[config.mk]
export PLATFORM = sky130hd
export DESIGN_NAME = bus_fifo_arb
export DESIGN_NICKNAME = d
export VERILOG_FILES = /design/src/rtl/bus_fifo_arb.sv
export SDC_FILE = /design/constraint.sdc
export NUM_CORES = 1
export LEC_CHECK = 0
export CORE_AREA = 2 2 96 98
export DETAILED_ROUTE_END_ITERATION = 16
export DIE_AREA = 0 0 98 100
export PLACE_DENSITY = 0.77
export SYNTH_ARGS = -nofsm -noshare
export SYNTH_HDL_FRONTEND = slang
export SYNTH_SLANG_ARGS = --single-unit
[constraint.sdc]
create_clock -name clk -period 3.75 [get_ports clk]
set_input_delay 0.375 -clock clk [delete_from_list [all_inputs] [get_ports clk]]
set_output_delay 0.375 -clock clk [all_outputs]
set_load 0.05 [all_outputs]
[src/rtl/bus_fifo_arb.sv]
// bus_fifo_arb: round-robin, burst-bounded write arbiter for the bus FIFO plus
// a registered valid/ready drain stage on its read side.
module bus_fifo_arb #(
   parameter int N_REQ     = 4,
   parameter int DATA_W    = 32,
   parameter int MAX_BURST = 4
) (
   input  logic                       clk,
   input  logic                       rst_n,
   input  logic [N_REQ-1:0]           req_valid,
   input  logic [N_REQ*DATA_W-1:0]    req_data,
   output logic [N_REQ-1:0]           req_ready,
   output logic                       fifo_w_en,
   output logic [DATA_W-1:0]          fifo_data_w,
   output logic                       fifo_r_en,
   input  logic [DATA_W-1:0]          fifo_data_r,
   input  logic                       fifo_full,
   input  logic                       fifo_empty,
   input  logic                       fifo_overflow,
   output logic                       out_valid,
   output logic [DATA_W-1:0]          out_data,
   input  logic                       out_ready,
   output logic [$clog2(N_REQ)-1:0]   grant_id,
   output logic                       err_ovf
);
   localparam int GW = $clog2(N_REQ);
   typedef enum logic {ARB, GRANT} state_t;
   state_t          r_state, w_next;
   logic [GW-1:0]   r_rr_ptr, r_grant_id, w_pick, w_rr_next;
   logic [3:0]      r_burst_cnt;
   logic            w_any, w_hold, w_xfer, w_last;
   logic            r_out_valid, r_err_ovf;
   logic [DATA_W-1:0] r_out_data;

   // Scan downward so the candidate closest to rr_ptr is the one that sticks.
   always_comb begin
      w_pick = r_rr_ptr;
      w_any  = 1'b0;
      for (int i = N_REQ - 1; i >= 0; i--) begin
         if (req_valid[GW'((int'(r_rr_ptr) + i) % N_REQ)]) begin
            w_pick = GW'((int'(r_rr_ptr) + i) % N_REQ);
            w_any  = 1'b1;
         end
      end
   end

   assign w_hold    = req_valid[r_grant_id];
   assign w_xfer    = rst_n & (r_state == GRANT) & w_hold & ~fifo_full;
   assign w_last    = w_xfer & (r_burst_cnt == 4'(MAX_BURST - 1));
   assign w_rr_next = (r_grant_id == GW'(N_REQ - 1)) ? '0 : r_grant_id + 1'b1;

   always_ff @(posedge clk or negedge rst_n) begin
      if (!rst_n) r_state <= ARB;
      else        r_state <= w_next;
   end

   always_comb begin
      w_next = r_state;
      if (r_state == ARB) w_next = w_any ? GRANT : ARB;
      else                w_next = (~w_hold | w_last) ? ARB : GRANT;
   end

   always_comb begin
      req_ready   = (rst_n && r_state == GRANT && !fifo_full) ? N_REQ'(1) << r_grant_id : '0;
      fifo_w_en   = w_xfer;
      fifo_data_w = req_data[r_grant_id*DATA_W +: DATA_W];
      fifo_r_en   = rst_n & ~fifo_empty & (~r_out_valid | out_ready);
      grant_id    = r_grant_id;
      out_valid   = r_out_valid;
      out_data    = r_out_data;
      err_ovf     = r_err_ovf;
   end

   always_ff @(posedge clk or negedge rst_n) begin
      if (!rst_n) begin
         r_rr_ptr    <= '0;
         r_grant_id  <= '0;
         r_burst_cnt <= '0;
      end else if (r_state == ARB) begin
         if (w_any) begin
            r_grant_id  <= w_pick;
            r_burst_cnt <= '0;
         end
      end else begin
         if (w_xfer) r_burst_cnt <= r_burst_cnt + 4'd1;
         if (w_next == ARB) r_rr_ptr <= w_rr_next;
      end
   end

   always_ff @(posedge clk or negedge rst_n) begin
      if (!rst_n) begin
         r_out_valid <= 1'b0;
         r_out_data  <= '0;
         r_err_ovf   <= 1'b0;
      end else begin
         if (fifo_r_en) begin
            r_out_data  <= fifo_data_r;
            r_out_valid <= 1'b1;
         end else if (out_ready) begin
            r_out_valid <= 1'b0;
         end
         if (fifo_overflow) r_err_ovf <= 1'b1;
      end
   end
endmodule

==> results.ini, run 1 <==
[outcome]
outcome = completed

[floorplan]
rows = 35
die_x_um = 98
core_region_area_mm2 = 0.00889
die-area_mm2 = 0.00980
die_h_um = 100
ios = 244
start_util_pct = 29.6

[global_route]
grt_max_degree = 45
first_global_vias = 2585
grt_overflow = 0
grt_usage_pct = 18.7
antenna_found_initial = 0
grt_pass1_wl_mm = 14.5

[drt]
num_vias = 2548
ant_nets = 0
drt-initial-drc-count = 69
avgViaCountPerCell = 4.81
wirelength_mm = 9.62
first_pass_iters = 4
wl_per_cell_um = 18.1
drc = 0

[synth]
ys_seq_area_share_pct = 40.8
synth_common_cells = 43 x dfrtp_1, 33 x mux4_2, 32 x mux2_2, 10 x nand2_1, 7 x buf_2
synth_top_area_share_pct = 40.8
synth-seq-cells = 43
synth_ff_type = dfrtp_1
synth_top_cell_by_area = dfrtp_1
synth_nets = 351
yosysUniqueCellTypes = 28
yosys-top-cells-area = dfrtp_1 41%, mux4_2 28%, mux2_2 14%
synth_area_mm2 = 0.00264
synth_edf_count = 0
synthArstFlopShare_pct = 100
yosysMostFrequentCell = dfrtp_1
synth_cells = 176
yosys_warnings = 0
syn_area_per_cell_um2 = 15.0

[timing]
clock_skew_ns = 0.0111
timing.slew.headroom_pct = 44.7
rsz0062_at_grt = false
min_period_over_period_pct = 78.7
setup_tns_ns = 0
fmax_mhz = 339
fin_crit_ns = 2.95
drv_slew = 0
tightest_slew_ns = 0.820
hold_viol_final = 0
finalSetupViolations = 0

[run]
drv_cap = 0

[placed_design]
gp_congestion = 0.787
io_buffer_count = 243
dp.final_hpwl_mm = 8.04

[pwr]
ir_drop_v = 0.000295
power.leakage_nw = 2.07
powerDensity_mw_per_mm2 = 649

[critical_path]
worstPathMaxFanout = 20
crit_type = register to output port
worst_ep_required_time_ns = 3.38
startpoint = grant_id[0]
r2r_start = grant_id[0]
cp-end-kind = output port
setup.worst_path.start_class = register
cp_data_arrival_time_ns = 2.58

[cts]
cts_num_sinks = 43
cts_buffers = 5
cts_tree = done
clockBufferDepth = 2
cts_setup_buffers = 0
cts_root_buf = clkbuf_8
clk_pin_slew_ns = 0.08
holdBufCountCts = 0
clock_latency_ns = 0.29
h-tree-depth = 2
cts_resized = 0

[layout]
antenna_cells = 0
drive_gt1_share_pct = 20.3
design.final.nets = 593
syn_to_final_growth_pct = 100
fin_util_pct = 59.4

[hold_path]
holdCritPathClass = input port to asynchronous set/reset pin

area by class of cell:
cell class	instances	area [µm²]
Multi-Input combinational cell	115	1470
Tap cell	111	139
Fill cell	748	3610
Inverter	6	22.5
Sequential cell	43	1080
Clock buffer	8	100
Timing Repair Buffer	247	2470
registers in the layout (all words and copies together) (netlist names):
register / flops
r_rr_ptr: 2
out_data: 32
r_state: 1
err_ovf: 1
r_burst_cnt: 4
grant_id: 2
out_valid: 1
cells in the final DEF (no fill, tap or decap), drive strengths merged:
cell type and count:
o22ai 1, nor3b 2, o21ai 3, nor3 1
ha 5, nor2b 1, a22o 1, o22a 1
a21o 1, clkbuf 8, clkdlybuf4s50 242, nand2 10
and3 5, nand3 2, inv 6, nor2 2
nand4 1, buf 5, nand2b 2, mux2 34
or2 1, mux2i 4, o41ai 1, dfrtp 43
mux4 33, a21oi 4
worst max-delay path, stage by stage, from the launching register on:
cell	delay [ns]
dfrtp_2	0.76
buf_12	0.28
mux4_2	0.53
clkdlybuf4s50_1	0.72
power by group:
group / internal (mW) / total [mW] / switching, mW
sequential: 0.564 / 0.687 / 0.124
combinational: 1.04 / 2.42 / 1.38
clock: 0.168 / 0.316 / 0.148
routing by layer:
| layer | GRT usage, % | routed length, µm | share of wire, % |
|---|---|---|---|
| met5 | 0 | 0 | 0 |
| met4 | 3.95 | 155 | 1.6 |
| met3 | 6.20 | 909 | 9.5 |
| met2 | 32.9 | 5000 | 52 |
| met1 | 22.5 | 3550 | 37 |
through the flow:
stage | std cells | power [mW] | cell area (µm²) | setup slack, ns | hold slack, ns
global route | 530 | 3.59 | 5280 | 0.630 | 0.212
CTS | 530 | 3.46 | 5280 | 0.738 | 0.190
floorplan | 176 | 2.32 | 2640 | 1.40 | 0.0794
finish | 530 | 3.43 | 5280 | 0.798 | 0.170
global placement | 522 | 3.11 | 5180 | 0.989 | 0.452
detailed placement | 522 | 3.14 | 5180 | 0.958 | 0.454
path summary, 6_finish.rpt:
| check | end | slack (ns) | depth (start not counted) |
|---|---|---|---|
| max | fifo_data_w[6] | 0.80 | 3 |
| min | out_data[16] | 0.17 | 2 |
| max reg2reg | r_rr_ptr[1] | 1.93 | 3 |
| min reg2reg | err_ovf | 0.47 | 1 |
| max in group asynchronous | grant_id[0] | 3.17 | 2 |
| min in group clk | err_ovf | 0.47 | 1 |
cell families after synthesis:
| group | share of synthesized area [%] |
|---|---|
| AO/OA/AOI/OAI | 3.13 |
| multiplexers | 44.5 |
| adder cells (fa/ha/maj) | 2.37 |
| flip-flops | 40.8 |
| AND/OR/NAND/NOR | 5.65 |
| buffers and inverters | 3.47 |
Note: power is estimated with default switching activity, not from simulation.
==> inputs of run 2 (changes only) <==
==> config.mk (replaced) <==
export PLATFORM = sky130hd
export DESIGN_NAME = bus_fifo_arb
export DESIGN_NICKNAME = d
export VERILOG_FILES = /design/src/rtl/bus_fifo_arb.sv
export SDC_FILE = /design/constraint.sdc
export NUM_CORES = 1
export LEC_CHECK = 0
export CORE_MARGIN = 1.5
export CORE_UTILIZATION = 31
export DETAILED_ROUTE_END_ITERATION = 16
export PLACE_DENSITY = 0.79
export SYNTH_ARGS = -nofsm -noshare
export SYNTH_HDL_FRONTEND = slang
export SYNTH_SLANG_ARGS = --single-unit
==> constraint.sdc (replaced) <==
create_clock -name clk -period 2.9 [get_ports clk]
set_input_delay 0.29 -clock clk [delete_from_list [all_inputs] [get_ports clk]]
set_output_delay 0.29 -clock clk [all_outputs]
set_load 0.05 [all_outputs]
==> run 2 against run 1 <==
Sequential share of layout area is 0.12 points higher. Worst hold slack improved by 0.17 ns. Critical path type is now input port to output port. Critical endpoint is now fifo_r_en. Clock skew is 0.0058 ns lower.
==> results.ini, run 2 (same netlist as run 1, synthesis figures left out) <==
[global_route]
grt_max_degree = 41  ; -8.9%
grt_pass1_wl_mm = 13.6  ; -5.7%
first_global_vias = 2620  ; +1.4%
antenna_found_initial = 0  ; unchanged
grt_usage_pct = 20.3  ; +1.6 points
grt_overflow = 0  ; unchanged

[floorplan]
rows = 33  ; -5.7%
core_region_area_mm2 = 0.00822  ; -7.6%
ios = 244  ; unchanged
die-area_mm2 = 0.00906  ; -7.5%
die_x_um = 95.2  ; -2.9%
start_util_pct = 32.1  ; +2.4 points
die_h_um = 95.2  ; -4.8%

[pwr]
p_int_mw = 2.24  ; +26%
power.leakage_nw = 2.14  ; +3.4%
pwr-share-comb_pct = 70.3  ; -0.4 points
power.switching_mw = 2.14  ; +29%
p_seq_share_pct = 20.1  ; about the same
ir_drop_v = 0.000489  ; +65%
pwr-share-clk_pct = 9.6  ; +0.4 points
swShare_pct = 48.9  ; +0.59 points
powerDensity_mw_per_mm2 = 834  ; +28%
total_power_mw = 4.38  ; +28%

[timing]
tightest_slew_ns = 0.789  ; -0.0313 ns
drv_slew = 0  ; unchanged
min_period_over_period_pct = 80.3
fin_crit_ns = 2.33
rsz0062_at_grt = false
clock_skew_ns = 0.00530  ; -0.00576 ns
hold_viol_final = 0  ; unchanged
setup_tns_ns = 0  ; unchanged
timing.slew.headroom_pct = 46.8  ; +2.1 points
finalSetupViolations = 0  ; unchanged
setup_ws_ns = 0.571  ; -0.227 ns
fmax_mhz = 429

[layout]
drive_gt1_share_pct = 29.9  ; +9.6 points
syn_to_final_growth_pct = 99.2
design.final.nets = 596  ; +0.51%
fin_util_pct = 63.9  ; +4.5 points
largest_reg_flops = 32  ; unchanged
fin_area_mm2 = 0.00525  ; -0.57%
final_cell_mix = 203 x clkdlybuf4s50_1, 42 x dfrtp_1, 40 x buf_4
antenna_cells = 0  ; unchanged
n_fill_cell = 624  ; -17%
register_area_mm2 = 0.00108  ; unchanged
multi_input_area_mm2 = 0.00147  ; unchanged
final_common_cell = clkdlybuf4s50_1

[hold_path]
holdCritPathClass = input port to asynchronous set/reset pin

[critical_path]
worst_ep_required_time_ns = 2.61  ; -0.77 ns
cp_data_arrival_time_ns = 2.04  ; -0.54 ns
cp-end-kind = output port
crit_type = input port to output port
worstPathMaxFanout = 14  ; -30%
setup.worst_path.start_class = input port

[cts]
clockBufferDepth = 2  ; unchanged
cts_num_sinks = 43  ; unchanged
clock_latency_ns = 0.30  ; about the same
h-tree-depth = 2  ; unchanged
cts_resized = 0  ; unchanged
cts_root_buf = clkbuf_8
cts_buffers = 5  ; unchanged
clk_pin_slew_ns = 0.08  ; about the same
cts_tree = done

[drt]
ant_nets = 0  ; unchanged
num_vias = 2543  ; -0.20%
drc = 0  ; unchanged
first_pass_iters = 4  ; unchanged
wl_per_cell_um = 18.5  ; +2.2%
drt-initial-drc-count = 44  ; -36%
wirelength_mm = 9.77  ; +1.6%
avgViaCountPerCell = 4.83  ; +0.37%

[outcome]
outcome = completed

[placed_design]
dp.final_hpwl_mm = 8.19  ; +1.8%
place_ws_ns = 0.794  ; -0.164 ns
dpl-instance-area_mm2 = 0.00514  ; -0.77%
io_buffer_count = 243  ; unchanged
gp_congestion = 0.764  ; -2.8%

[run]
drv_cap = 0  ; unchanged

[run 2: cell type report]
cell class	count	share of cell area, %
repair buffers	250	46.6
inverters	6	0.429
clock buffers	8	1.91
well taps	105	2.50
flip-flops and latches	43	20.5
multi-input cells	115	28.0
[run 2: worst max-delay path: stages]
cell	delay, ns
dlygate4sd3_1	0.53
buf_2	0.18
nand2b_1	0.10
a21oi_2	0.44
buf_4	0.34
buf_12	0.17
[run 2: path summary, 6_finish.rpt]
kind / start / to / slack, ns / cells past startpoint
setup / recovery: rst_n / fifo_r_en / 0.57 / 6
hold / removal: rst_n / out_data[24] / 0.34 / 2
setup reg to reg: grant_id[0] / r_rr_ptr[0] / 0.98 / 4
hold reg to reg: err_ovf / err_ovf / 0.48 / 1
max in group asynchronous: rst_n / grant_id[0] / 1.81 / 3
min in group clk: err_ovf / err_ovf / 0.48 / 1
[run 2: routing by layer]
metal | up-vias | GRT usage, % | wire length (µm)
li1 | 1172 | - | -
met1 | 1230 | 23.3 | 3540
met2 | 136 | 36.0 | 5100
met3 | 5 | 6.86 | 1060
met4 | 0 | 5.60 | 80
met5 | - | 0 | 0
[run 2: timing repair]
| action | CTS | global route |
|---|---|---|
| buffers inserted | 0 | 0 |
| hold endpoints to repair | 3 | 0 |
| hold buffers | 1 | 0 |
[run 2: per-stage QoR]
stage                     std cells  hold slack, ns
after detailed placement        518           0.119
after global placement          518           0.119
after global routing            527           0.363
after CTS                       527           0.320
final                           527           0.345
after floorplan                 176        -0.00559
[run 2: power groups by stage]
stage | Clock [mW] | Combinational [mW] | Sequential (mW)
2_1_floorplan | 0 | 1.83 | 1.17
3_3_place_gp | 0 | 3.08 | 0.884
3_5_place_dp | 0 | 3.10 | 0.893
4_1_cts | 0.429 | 3.10 | 0.884
5_1_grt | 0.446 | 3.23 | 0.908
6_report | 0.419 | 3.08 | 0.880
